`config.mk`:
```
export PLATFORM = sky130hd
export DESIGN_NAME = exception_sequencer
export DESIGN_NICKNAME = d
export VERILOG_FILES = /design/src/rtl/exception_sequencer.sv
export SDC_FILE = /design/constraint.sdc
export NUM_CORES = 1
export LEC_CHECK = 0
export CORE_MARGIN = 2
export CORE_UTILIZATION = 35
export CTS_CLUSTER_SIZE = 40
export DETAILED_ROUTE_END_ITERATION = 7
export PLACE_DENSITY = 0.66
export SLEW_MARGIN = 15
export SYNTH_ARGS = -nofsm -noshare
export SYNTH_HDL_FRONTEND = slang
export SYNTH_SLANG_ARGS = --single-unit
```
`constraint.sdc`:
```
create_clock -name clk -period 1.91 [get_ports clk]
set_input_delay 0.4775 -clock clk [delete_from_list [all_inputs] [get_ports clk]]
set_output_delay 0.4775 -clock clk [all_outputs]
set_load 0.02 [all_outputs]
```
`src/rtl/exception_sequencer.sv`:
```
`default_nettype none
// ============================================================================
// Module      : exception_sequencer
// Description : Sequences entry into and exit from the undefined-opcode
//               handler. It latches the faulting PC/opcode, flushes
//               ID/EX/MEM, drains the pipeline, redirects fetch to the
//               handler and resumes at EPC+1 on eret. A second exception
//               raised inside the handler parks the block in FAULT until
//               reset.
// Revision    : 1.0 - initial release
// ============================================================================
module exception_sequencer #(
    parameter logic [31:0] HANDLER_ADDR = 32'd1000,
    parameter int          DRAIN_CYCLES = 2
) (
    input  logic        clk,
    input  logic        rst,
    input  logic        excep_flag,
    input  logic [31:0] ID_PC,
    input  logic [6:0]  ID_opcode,
    input  logic        eret,
    output logic        id_flush,
    output logic        EX_FLUSH,
    output logic        MEM_FLUSH,
    output logic        stall_fetch,
    output logic        pc_load,
    output logic [31:0] pc_target,
    output logic [31:0] EPC,
    output logic [6:0]  cause,
    output logic        in_handler,
    output logic        double_fault,
    output logic [7:0]  excep_count
);

    // The drain counter is loaded with DRAIN_CYCLES-1 and the exit test is
    // "counter == 0", so the DRAIN state lasts exactly DRAIN_CYCLES cycles.
    localparam logic [3:0] c_DRAIN_LOAD = 4'(DRAIN_CYCLES - 1);
    localparam logic [7:0] c_COUNT_MAX  = 8'hFF;

    typedef enum logic [2:0] {
        S_IDLE     = 3'd0,
        S_FLUSH    = 3'd1,
        S_DRAIN    = 3'd2,
        S_REDIRECT = 3'd3,
        S_HANDLER  = 3'd4,
        S_RETURN   = 3'd5,
        S_FAULT    = 3'd6
    } state_t;

    state_t      r_state;
    state_t      w_next_state;
    logic [3:0]  r_drain_cnt;
    logic [31:0] r_epc;
    logic [6:0]  r_cause;
    logic [7:0]  r_excep_count;
    logic        r_id_flush;
    logic        r_ex_flush;
    logic        r_mem_flush;
    logic        r_stall_fetch;
    logic        r_pc_load;
    logic [31:0] r_pc_target;
    logic        r_in_handler;
    logic        r_double_fault;

    // Next-state selection; excep_flag wins over eret inside the handler.
    always_comb begin
        w_next_state = r_state;
        case (r_state)
            S_IDLE: begin
                if (excep_flag) begin
                    w_next_state = S_FLUSH;
                end
            end
            S_FLUSH: begin
                w_next_state = S_DRAIN;
            end
            S_DRAIN: begin
                if (r_drain_cnt == 4'd0) begin
                    w_next_state = S_REDIRECT;
                end
            end
            S_REDIRECT: begin
                w_next_state = S_HANDLER;
            end
            S_HANDLER: begin
                if (excep_flag) begin
                    w_next_state = S_FAULT;
                end else if (eret) begin
                    w_next_state = S_RETURN;
                end
            end
            S_RETURN: begin
                w_next_state = S_IDLE;
            end
            S_FAULT: begin
                w_next_state = S_FAULT;
            end
            default: begin
                w_next_state = S_IDLE;
            end
        endcase
    end

    // State, latched exception info and outputs registered from next state,
    // so every output is a flop and no input reaches an output directly.
    always_ff @(posedge clk) begin
        if (!rst) begin
            r_state        <= S_IDLE;
            r_drain_cnt    <= 4'd0;
            r_epc          <= 32'd0;
            r_cause        <= 7'd0;
            r_excep_count  <= 8'd0;
            r_id_flush     <= 1'b0;
            r_ex_flush     <= 1'b0;
            r_mem_flush    <= 1'b0;
            r_stall_fetch  <= 1'b0;
            r_pc_load      <= 1'b0;
            r_pc_target    <= 32'd0;
            r_in_handler   <= 1'b0;
            r_double_fault <= 1'b0;
        end else begin
            r_state <= w_next_state;

            // Exception info is captured only on acceptance from IDLE.
            if (r_state == S_IDLE && excep_flag) begin
                r_epc   <= ID_PC;
                r_cause <= ID_opcode;
                if (r_excep_count != c_COUNT_MAX) begin
                    r_excep_count <= r_excep_count + 8'd1;
                end
            end

            if (r_state == S_FLUSH) begin
                r_drain_cnt <= c_DRAIN_LOAD;
            end else if (r_state == S_DRAIN && r_drain_cnt != 4'd0) begin
                r_drain_cnt <= r_drain_cnt - 4'd1;
            end

            r_id_flush     <= (w_next_state == S_FLUSH) ||
                              (w_next_state == S_RETURN) ||
                              (w_next_state == S_FAULT);
            r_ex_flush     <= (w_next_state == S_FLUSH) ||
                              (w_next_state == S_FAULT);
            r_mem_flush    <= (w_next_state == S_FLUSH) ||
                              (w_next_state == S_FAULT);
            r_stall_fetch  <= (w_next_state == S_FLUSH) ||
                              (w_next_state == S_DRAIN) ||
                              (w_next_state == S_FAULT);
            r_pc_load      <= (w_next_state == S_REDIRECT) ||
                              (w_next_state == S_RETURN);
            r_in_handler   <= (w_next_state == S_HANDLER);
            r_double_fault <= (w_next_state == S_FAULT);

            // EPC is stable while in HANDLER, so EPC+1 is ready for RETURN.
            if (w_next_state == S_REDIRECT) begin
                r_pc_target <= HANDLER_ADDR;
            end else if (w_next_state == S_RETURN) begin
                r_pc_target <= r_epc + 32'd1;
            end else begin
                r_pc_target <= 32'd0;
            end
        end
    end

    assign id_flush     = r_id_flush;
    assign EX_FLUSH     = r_ex_flush;
    assign MEM_FLUSH    = r_mem_flush;
    assign stall_fetch  = r_stall_fetch;
    assign pc_load      = r_pc_load;
    assign pc_target    = r_pc_target;
    assign EPC          = r_epc;
    assign cause        = r_cause;
    assign in_handler   = r_in_handler;
    assign double_fault = r_double_fault;
    assign excep_count  = r_excep_count;

endmodule
`default_nettype wire
```
Word level (Yosys, flattened, before mapping)
Cells that the tools add are included.

word-level totals
  flip-flop bits (word level) = 92
  input bits = 43
  output and inout bits = 86

cells by class
  eq/ne operators = 12
  mux-type cells = 9
  bitwise operators = 2
  reductions and logical operators = 15
  $add $sub $neg = 3

operators by type and width
  operator                                                                number
  32-bit by 1-bit adder with 32-bit output (second input constant)        1
  10-bit 2-to-1 mux                                                       2
  3-bit one-hot mux with 6 select lines                                   1
  3-bit equality test (second input constant)                             5
  3-bit by 2-bit equality test with 1-bit output (second input constant)  4
  3-bit 2-to-1 mux                                                        4
  8-bit by 1-bit adder with 8-bit output (second input constant)          1
  8-bit != test (second input constant)                                   1
  3-bit by 1-bit equality test with 1-bit output (second input constant)  2
  1-bit logical OR                                                        6
  4-bit logical NOT                                                       1
  4-bit nonzero test                                                      1
  4-bit by 1-bit subtractor with 4-bit output (second input constant)     1
  3-bit logical NOT                                                       1
  3-bit OR reduction                                                      1
  1-bit logical AND                                                       2
  1-bit 2-to-1 mux                                                        2
  1-bit NOT                                                               2
  2-bit AND reduction                                                     1
  2-bit nonzero test                                                      1
  2-bit OR reduction                                                      1

Longest topological paths before layout
Gate-level depths: netlist of run 1.

  depth after elaboration = 6
  depth in mapped cells = 7
  depth with buffers taken out = 6

Least setup slack after synthesis of run 1
No wires, ideal clock.

  path type = reg-to-reg
  start = register r_epc[0] (netlist: EPC[0])
  end = register r_pc_target[30] (netlist: pc_target[30])
  data arrival time = 2.096 ns
  path buffers = 1
  cell stages (with the launch flop) = 7
  slack = -0.256 ns
  path through = dfxtp_1 ha_1 inv_1 or4_1 buf_2 or4_1 a21oi_1

between the ends
  longest elaborated chain between the ends = 1

ends and longest elaborated chain
  what                                      line  text
  from (decl)                               53    logic [31:0] r_epc;
  from (signal assigned)                    110   r_epc <= 32'd0;
  from (signal assigned)                    126   r_epc <= ID_PC;
  32-bit by 1-bit adder with 32-bit output  158   r_pc_target <= r_epc + 32'd1;
  to (signal assigned)                      158
  to (decl)                                 61    logic [31:0] r_pc_target;

No other way between the ends.
A chain may end at the register's enable or synchronous reset.

Worst setup path after layout of run 1
  start = register r_epc[6] (netlist: EPC[6])
  end = register r_pc_target[26] (netlist: pc_target[26])

The elaborated chain is that of the path after synthesis.

==> impl_metrics.py, run 1 <==
metrics = {
    "run_status": {
        "status": "finished, final reports clean",
    },
    "power_and_ir_drop": {
        "power.switching_mw": 1.33,
        "p_leak_nw": 2.31,
        "power_density_nw_per_um2": 757,
        "p_total_mw": 4.45,
        "power_frac_clock_pct": 29.8,
        "ir_drop_v": 0.000347,
        "comb_power_share_pct": 22.1,
        "power.internal_mw": 3.12,
        "power_frac_seq_pct": 48.1,
        "swShare_pct": 29.8,
    },
    "timing": {
        "rsz0062_at_grt": "yes",
        "finalCritPeriodShare_pct": 98.8,
        "setup_viol_count_final": 0,
        "final-max-slew-violation-count": 0,
        "hold_viol": 0,
        "timing.final.ws_setup_ps": 22.1,
        "clock.fmax_mhz": 530,
        "worst_slew_pin_slew_ps": 367,
        "timing.setup.tns_ps": 0,
        "whs_ps": 421,
        "fin_skew_ps": 11.1,
        "relSlewSlack_pct": 75.4,
        "final.min_clock_period_ps": 1890,
    },
    "clocking": {
        "hold_buffers": 0,
        "insertion_delay_ps": 360,
        "cts_buffer_depth": 2,
        "root_buffer": "clkbuf_8",
        "cts_tree": "yes",
        "htreeDepth": 3,
        "cts_made_buffers": 9,
        "cts.clk_slew.worst_paths_ps": 100,
        "clock_sink_count": 92,
    },
    "finish": {
        "finalNetCount": 658,
        "fin_cells": 757,
        "fillerInstances": 1020,
        "n_antenna_cell": 0,
        "syn_to_final_growth_pct": 50.4,
        "drive_above_1_share_pct": 14.7,
    },
    "routing": {
        "wl_per_cell_um": 14.3,
        "drt_iter0_drc": 148,
        "ant_nets": 0,
        "dr.pass1.iters": 4,
        "num_vias": 3728,
        "via_per_inst": 4.92,
        "wirelength_mm": 10.8,
        "route.detailed.drc": 0,
    },
    "logic_synthesis": {
        "synth_area_leaders": "dfxtp_1 (47%), nand2_1 (8.9%), a21boi_0 (8.5%)",
        "ys_warn_count": 0,
        "synth_cells": 455,
        "synth_edf_count": 0,
        "ys_types": 41,
        "syn_area_um2": 3910,
        "syn_nets": 501,
        "yosysTopAreaCellShare_pct": 47.1,
        "syn_area_per_cell_um2": 8.59,
        "yosysSeqAreaShare_pct": 47.1,
        "synth_flop_cell": "dfxtp_1",
        "synth_seq_cells": 92,
        "synth_most_common_cell": "nand2_1",
        "yosys.area.top_type": "dfxtp_1",
        "ys_async_sr_fraction_pct": 0,
        "synthTopCellsByCount": "nand2_1 (93), dfxtp_1 (92), a21boi_0 (44)",
    },
    "worst_hold_path": {
        "hp-class": "input pin to flip-flop",
        "hold_path_startpoint": "rst",
        "whs_endpoint": "r_drain_cnt[0]$_SDFFE_PN0P_",
        "hold_path_depth": 2,
    },
    "placement": {
        "pre_cts_slack_ps": -486,
        "dp.cells": 740,
        "place.gp.congestion": 0.791,
        "portBuffers": 128,
        "dp_hpwl_mm": 8.00,
    },
    "floorplan": {
        "chipWidth_um": 110,
        "io_pins": 129,
        "start_util_pct": 35.9,
        "die_height_um": 110,
        "placement_rows": 38,
        "die_area_um2": 12000,
        "design.core.area_um2": 10900,
    },
    "grt": {
        "grt_pass1_wl_mm": 17.1,
        "grt_usage_pct": 18.3,
        "grt_pass1_vias": 3518,
        "grt_max_degree": 29,
        "gr-total-overflow": 0,
        "antenna_found_initial": 0,
    },
    "setup_path": {
        "reg2reg_slack_ps": 20,
        "r2r_end": "pc_target[26]$_SDFF_PP0_",
        "crit_path_start": "EPC[6]$_SDFFE_PN0P_",
        "cp_max_fo": 7,
        "path_class": "flip-flop to flip-flop",
        "arrival_ps": 2170,
        "reg2reg_from": "EPC[6]$_SDFFE_PN0P_",
        "cp.required_ps": 2190,
        "cp-end-kind": "flip-flop",
        "rr_worst_depth": 5,
        "cp-start-kind": "flip-flop",
    },
    "flow_run": {
        "maxCapViolations": 0,
    },
}
-- how the worst max path moves through the flow --
stage,endpoint,slack [ps]
after floorplan,pc_target[30]$_SDFF_PP0_,3
final,pc_target[26]$_SDFF_PP0_,20
after detailed placement,pc_target[25]$_SDFF_PP0_,-490
after global placement,pc_target[16]$_SDFF_PP0_,-390
after global routing,excep_count[6]$_SDFFE_PN0P_,-60
after CTS,pc_target[30]$_SDFF_PP0_,2
-- power by group through the flow --
stage               Clock (mW)  Combinational (mW)  Sequential [mW]
global placement             0                1.00             2.18
global route              1.47                1.08             2.16
CTS                       1.37               0.987             2.14
detailed placement           0                1.02             2.18
floorplan                    0               0.358             2.32
finish                    1.32               0.984             2.14
-- logic make-up after synthesis --
logic type                 count (synthesis)  share of synthesized area [%]
adders and majority gates                  3                          0.961
DFF                                       92                           47.1
and+or+nand+nor                          199                           25.9
buffers and inverters                     37                           3.94
xor gates and xnor gates                  18                           4.04
muxes                                      2                          0.513
AOI/OAI and AO/OA                        104                           17.5
-- cell usage in the layout (no fill, tap or decap), types with 3 or more instances in the layout --
master	instances
a21oi_1	19
nand4_1	11
dfxtp_1	80
nor3b_1	3
or2_2	3
inv_1	9
dlygate4sd2_1	28
o21ai_0	20
and3_1	3
or4_1	4
dfxtp_2	10
nand2_1	93
nor3_1	3
xnor2_1	9
buf_4	42
clkdlybuf4s50_1	93
nand3_1	14
nor2_1	14
or3_1	16
clkbuf_8	9
a21boi_0	44
and4_1	5
xor2_1	9
o31ai_1	5
dlymetal6s2s_1	6
o211ai_1	4
nand2b_1	6
and2_1	10
or4_4	3
-- critical path, cell delays in order, from the launching register on --
cell and delay, ps:
dfxtp_2 340, nand4_1 170, buf_4 190, or4_4 480, or4_1 490, a21oi_1 140
-- metal layers --
metal / vias to the layer above / track usage, % / part of all wire (%)
met4: 0 / 6.24 / 1.3
li1: 1898 / - / -
met3: 13 / 5.04 / 6.8
met1: 1706 / 23.5 / 44
met5: - / 0 / 0
met2: 111 / 29.5 / 47
-- per-stage QoR --
| step | utilization, % | instance area [µm²] |
|---|---|---|
| 2_1_floorplan | - | 3940 |
| 3_3_place_gp | 51.7 | 5630 |
| 3_5_place_dp | 51.7 | 5630 |
| 4_1_cts | 53.6 | 5830 |
| 5_1_grt | 54.0 | 5880 |
| 6_report | 54.0 | 5880 |
-- sequential cells by signal, summed over array words and instances (netlist names), 3 cells and up --
register / flops
r_drain_cnt: 4
excep_count: 8
EPC: 32
r_state: 3
pc_target: 32
cause: 7
-- what timing repair did --
item | CTS | global route
pin swaps | 2 | 5
resized for setup | 37 | 15
endpoints found under the setup margin | 39 | 26
buffers inserted | 1 | 1
-- cell type report --
type	instances	area, µm²	area share [%]
tap	140	175	2.98
clock buffer	10	128	2.17
sequential	92	1860	31.7
clock inverter	6	70.1	1.19
timing repair buffer	174	1630	27.7
multi-input combinational	326	1980	33.7
inverter	9	33.8	0.575
Power figures use the tool's default switching activity.
==> run 2: changes to the inputs <==
Settings changed: CAP_MARGIN set to 0, CTS_CLUSTER_SIZE 40 to unset, PLACE_DENSITY 0.66 to unset.
Clock period 1.91 ns to 1.85 ns, I/O delays scaled along.
==> run 2 against run 1 <==
The flow now finishes with violations (negative setup slack). Global-route usage rose by 0.67 points. Register-to-register slack got worse by 70 ps. Maximum frequency fell by 0.31%. Sequential power rose by 3%. Routed wire length rose by 4.3%. Die area did not move. Largest cell class unchanged. Largest power group unchanged. Highest routed layer unchanged.
==> impl_metrics.py, run 2 (synthesis results as in run 1) <==
metrics = {
    "run_status": {
        "status": "finished, violations left",
        "violations": "negative setup slack",
    },
    "setup_path": {
        "arrival_ps": 2200,
        "crit_slowest_cell": "or4_4",
        "cp-start-kind": "flip-flop",
        "cp-end-kind": "flip-flop",
        "path_delay_family": "simple AND/OR/NAND/NOR gates",
        "path_buf_inv": 0,
        "path_class": "flip-flop to flip-flop",
        "cp.required_ps": 2150,
        "cp_max_fo": 9,
        "slowest_delay_ps": 640,
        "path_cells": "nand4_1 -> or4_4 -> or4_1 -> a21oi_2",
    },
    "placement": {
        "portBuffers": 128,
        "placed_cell_area_um2": 5690,
        "dp_hpwl_mm": 8.08,
        "dp.cells": 744,
        "pre_cts_slack_ps": -583,
        "place.gp.congestion": 0.824,
    },
    "worst_hold_path": {
        "hp-class": "flip-flop to flip-flop",
    },
    "power_and_ir_drop": {
        "ir_drop_v": 0.000343,
        "p_leak_nw": 2.46,
        "power_density_nw_per_um2": 741,
        "p_total_mw": 4.47,
    },
    "grt": {
        "gr-total-overflow": 0,
        "grt_pass1_wl_mm": 17.7,
        "grt_pass1_vias": 3599,
        "antenna_found_initial": 0,
        "grt_usage_pct": 19.0,
        "grt_max_degree": 60,
    },
    "timing": {
        "final-max-slew-violation-count": 0,
        "rsz0062_at_grt": "yes",
        "final.min_clock_period_ps": 1890,
        "worst_slew_pin_slew_ps": 340,
        "relSlewSlack_pct": 77.2,
        "finalCritPeriodShare_pct": 102,
        "timing.final.ws_setup_ps": -43.7,
        "setup_viol_count_final": 8,
        "hold_viol": 0,
        "fin_skew_ps": 7.69,
        "clock.fmax_mhz": 528,
    },
    "routing": {
        "num_vias": 3852,
        "drt_iter0_drc": 130,
        "wirelength_mm": 11.3,
        "route.detailed.drc": 0,
        "ant_nets": 0,
        "dr.pass1.iters": 4,
        "via_per_inst": 5.02,
        "wl_per_cell_um": 14.7,
    },
    "finish": {
        "final_common_cell": "nand2_1",
        "n_antenna_cell": 0,
        "design_area_um2": 6030,
        "syn_to_final_growth_pct": 54.4,
        "layout_common_cells": "nand2_1 (93), clkdlybuf4s50_1 (85), dfxtp_1 (78)",
        "finalNetCount": 668,
        "drive_above_1_share_pct": 18.2,
        "fin_cells": 767,
        "postLayoutCoreUtil_pct": 55.4,
    },
    "clocking": {
        "cts_made_buffers": 9,
        "clock_sink_count": 92,
        "insertion_delay_ps": 360,
        "root_buffer": "clkbuf_8",
        "hold_buffers": 0,
        "cts_buffer_depth": 2,
        "htreeDepth": 3,
        "cts.clk_slew.worst_paths_ps": 90,
        "cts_tree": "yes",
    },
    "floorplan": {
        "design.core.area_um2": 10900,
        "placement_rows": 38,
        "io_pins": 129,
        "die_area_um2": 12000,
        "die_height_um": 110,
        "chipWidth_um": 110,
        "start_util_pct": 35.9,
    },
    "flow_run": {
        "maxCapViolations": 0,
    },
}
==> run 2: cell types whose count changed in the layout (fill, tap and decap cells not counted), moves of 4 or more <==
cell             previous run  this run
a21oi_2                     2         7
clkinv_2                    0         4
clkdlybuf4s50_1            93        85
a21oi_1                    19        14
dlygate4sd2_1              28        32
dfxtp_4                     2         8
dlymetal6s2s_1              6        10
dfxtp_2                    10         6
buf_4                      42        52
==> run 2: final timing paths <==
check / startpoint / endpoint / slack [ps] / cells after the start
worst max-delay path: EPC[9]$_SDFFE_PN0P_ / pc_target[26]$_SDFF_PP0_ / -40 / 4
worst min-delay path: cause[2]$_SDFFE_PN0P_ / cause[2]$_SDFFE_PN0P_ / 470 / 2
worst min register to register: cause[2]$_SDFFE_PN0P_ / cause[2]$_SDFFE_PN0P_ / 470 / 2
worst max register to register: EPC[9]$_SDFFE_PN0P_ / pc_target[26]$_SDFF_PP0_ / -40 / 4
==> run 2: worst reg2reg max path, cell delays in order, from the launching register on <==
cell	delay, ps
dfxtp_4	350
nand4_1	180
or4_4	650
or4_1	530
a21oi_2	130
==> run 2: area by class of cell <==
class	instances	area (µm²)
fill	1006	4860
inverter	9	33.8
sequential	92	1880
multi-input combinational	326	2050
tap	140	175
clock buffer	11	141
timing repair buffer	184	1720
clock inverter	5	27.5
==> run 2: timing repair <==
action / 4_1_cts / 5_1_grt
setup buffers: 4 / 4
resized for setup: 48 / 28
pin swaps: 7 / 9
hold endpoints to repair: 0 / 0
cloned: 0 / 1
setup endpoints to repair: 58 / 28
==> run 2: report_power, final <==
part           switching [mW]  internal, mW  total (mW)
clock network           0.695         0.517        1.21
logic                   0.570         0.491        1.06
registers              0.0894          2.11        2.20
==> run 2: per-layer routing <==
layer,wire length (µm),GRT usage (%),up-vias
met5,0,0,-
met4,171,8.05,0
met3,809,5.28,14
met2,5120,29.9,113
met1,5160,24.4,1812
li1,-,-,1913
==> run 2: metrics by stage <==
step	setup TNS (ps)	hold WS [ps]
CTS	-588	476
floorplan	0	491
global route	-650	487
finish	-156	471
detailed placement	-25750	461
global placement	-23760	449
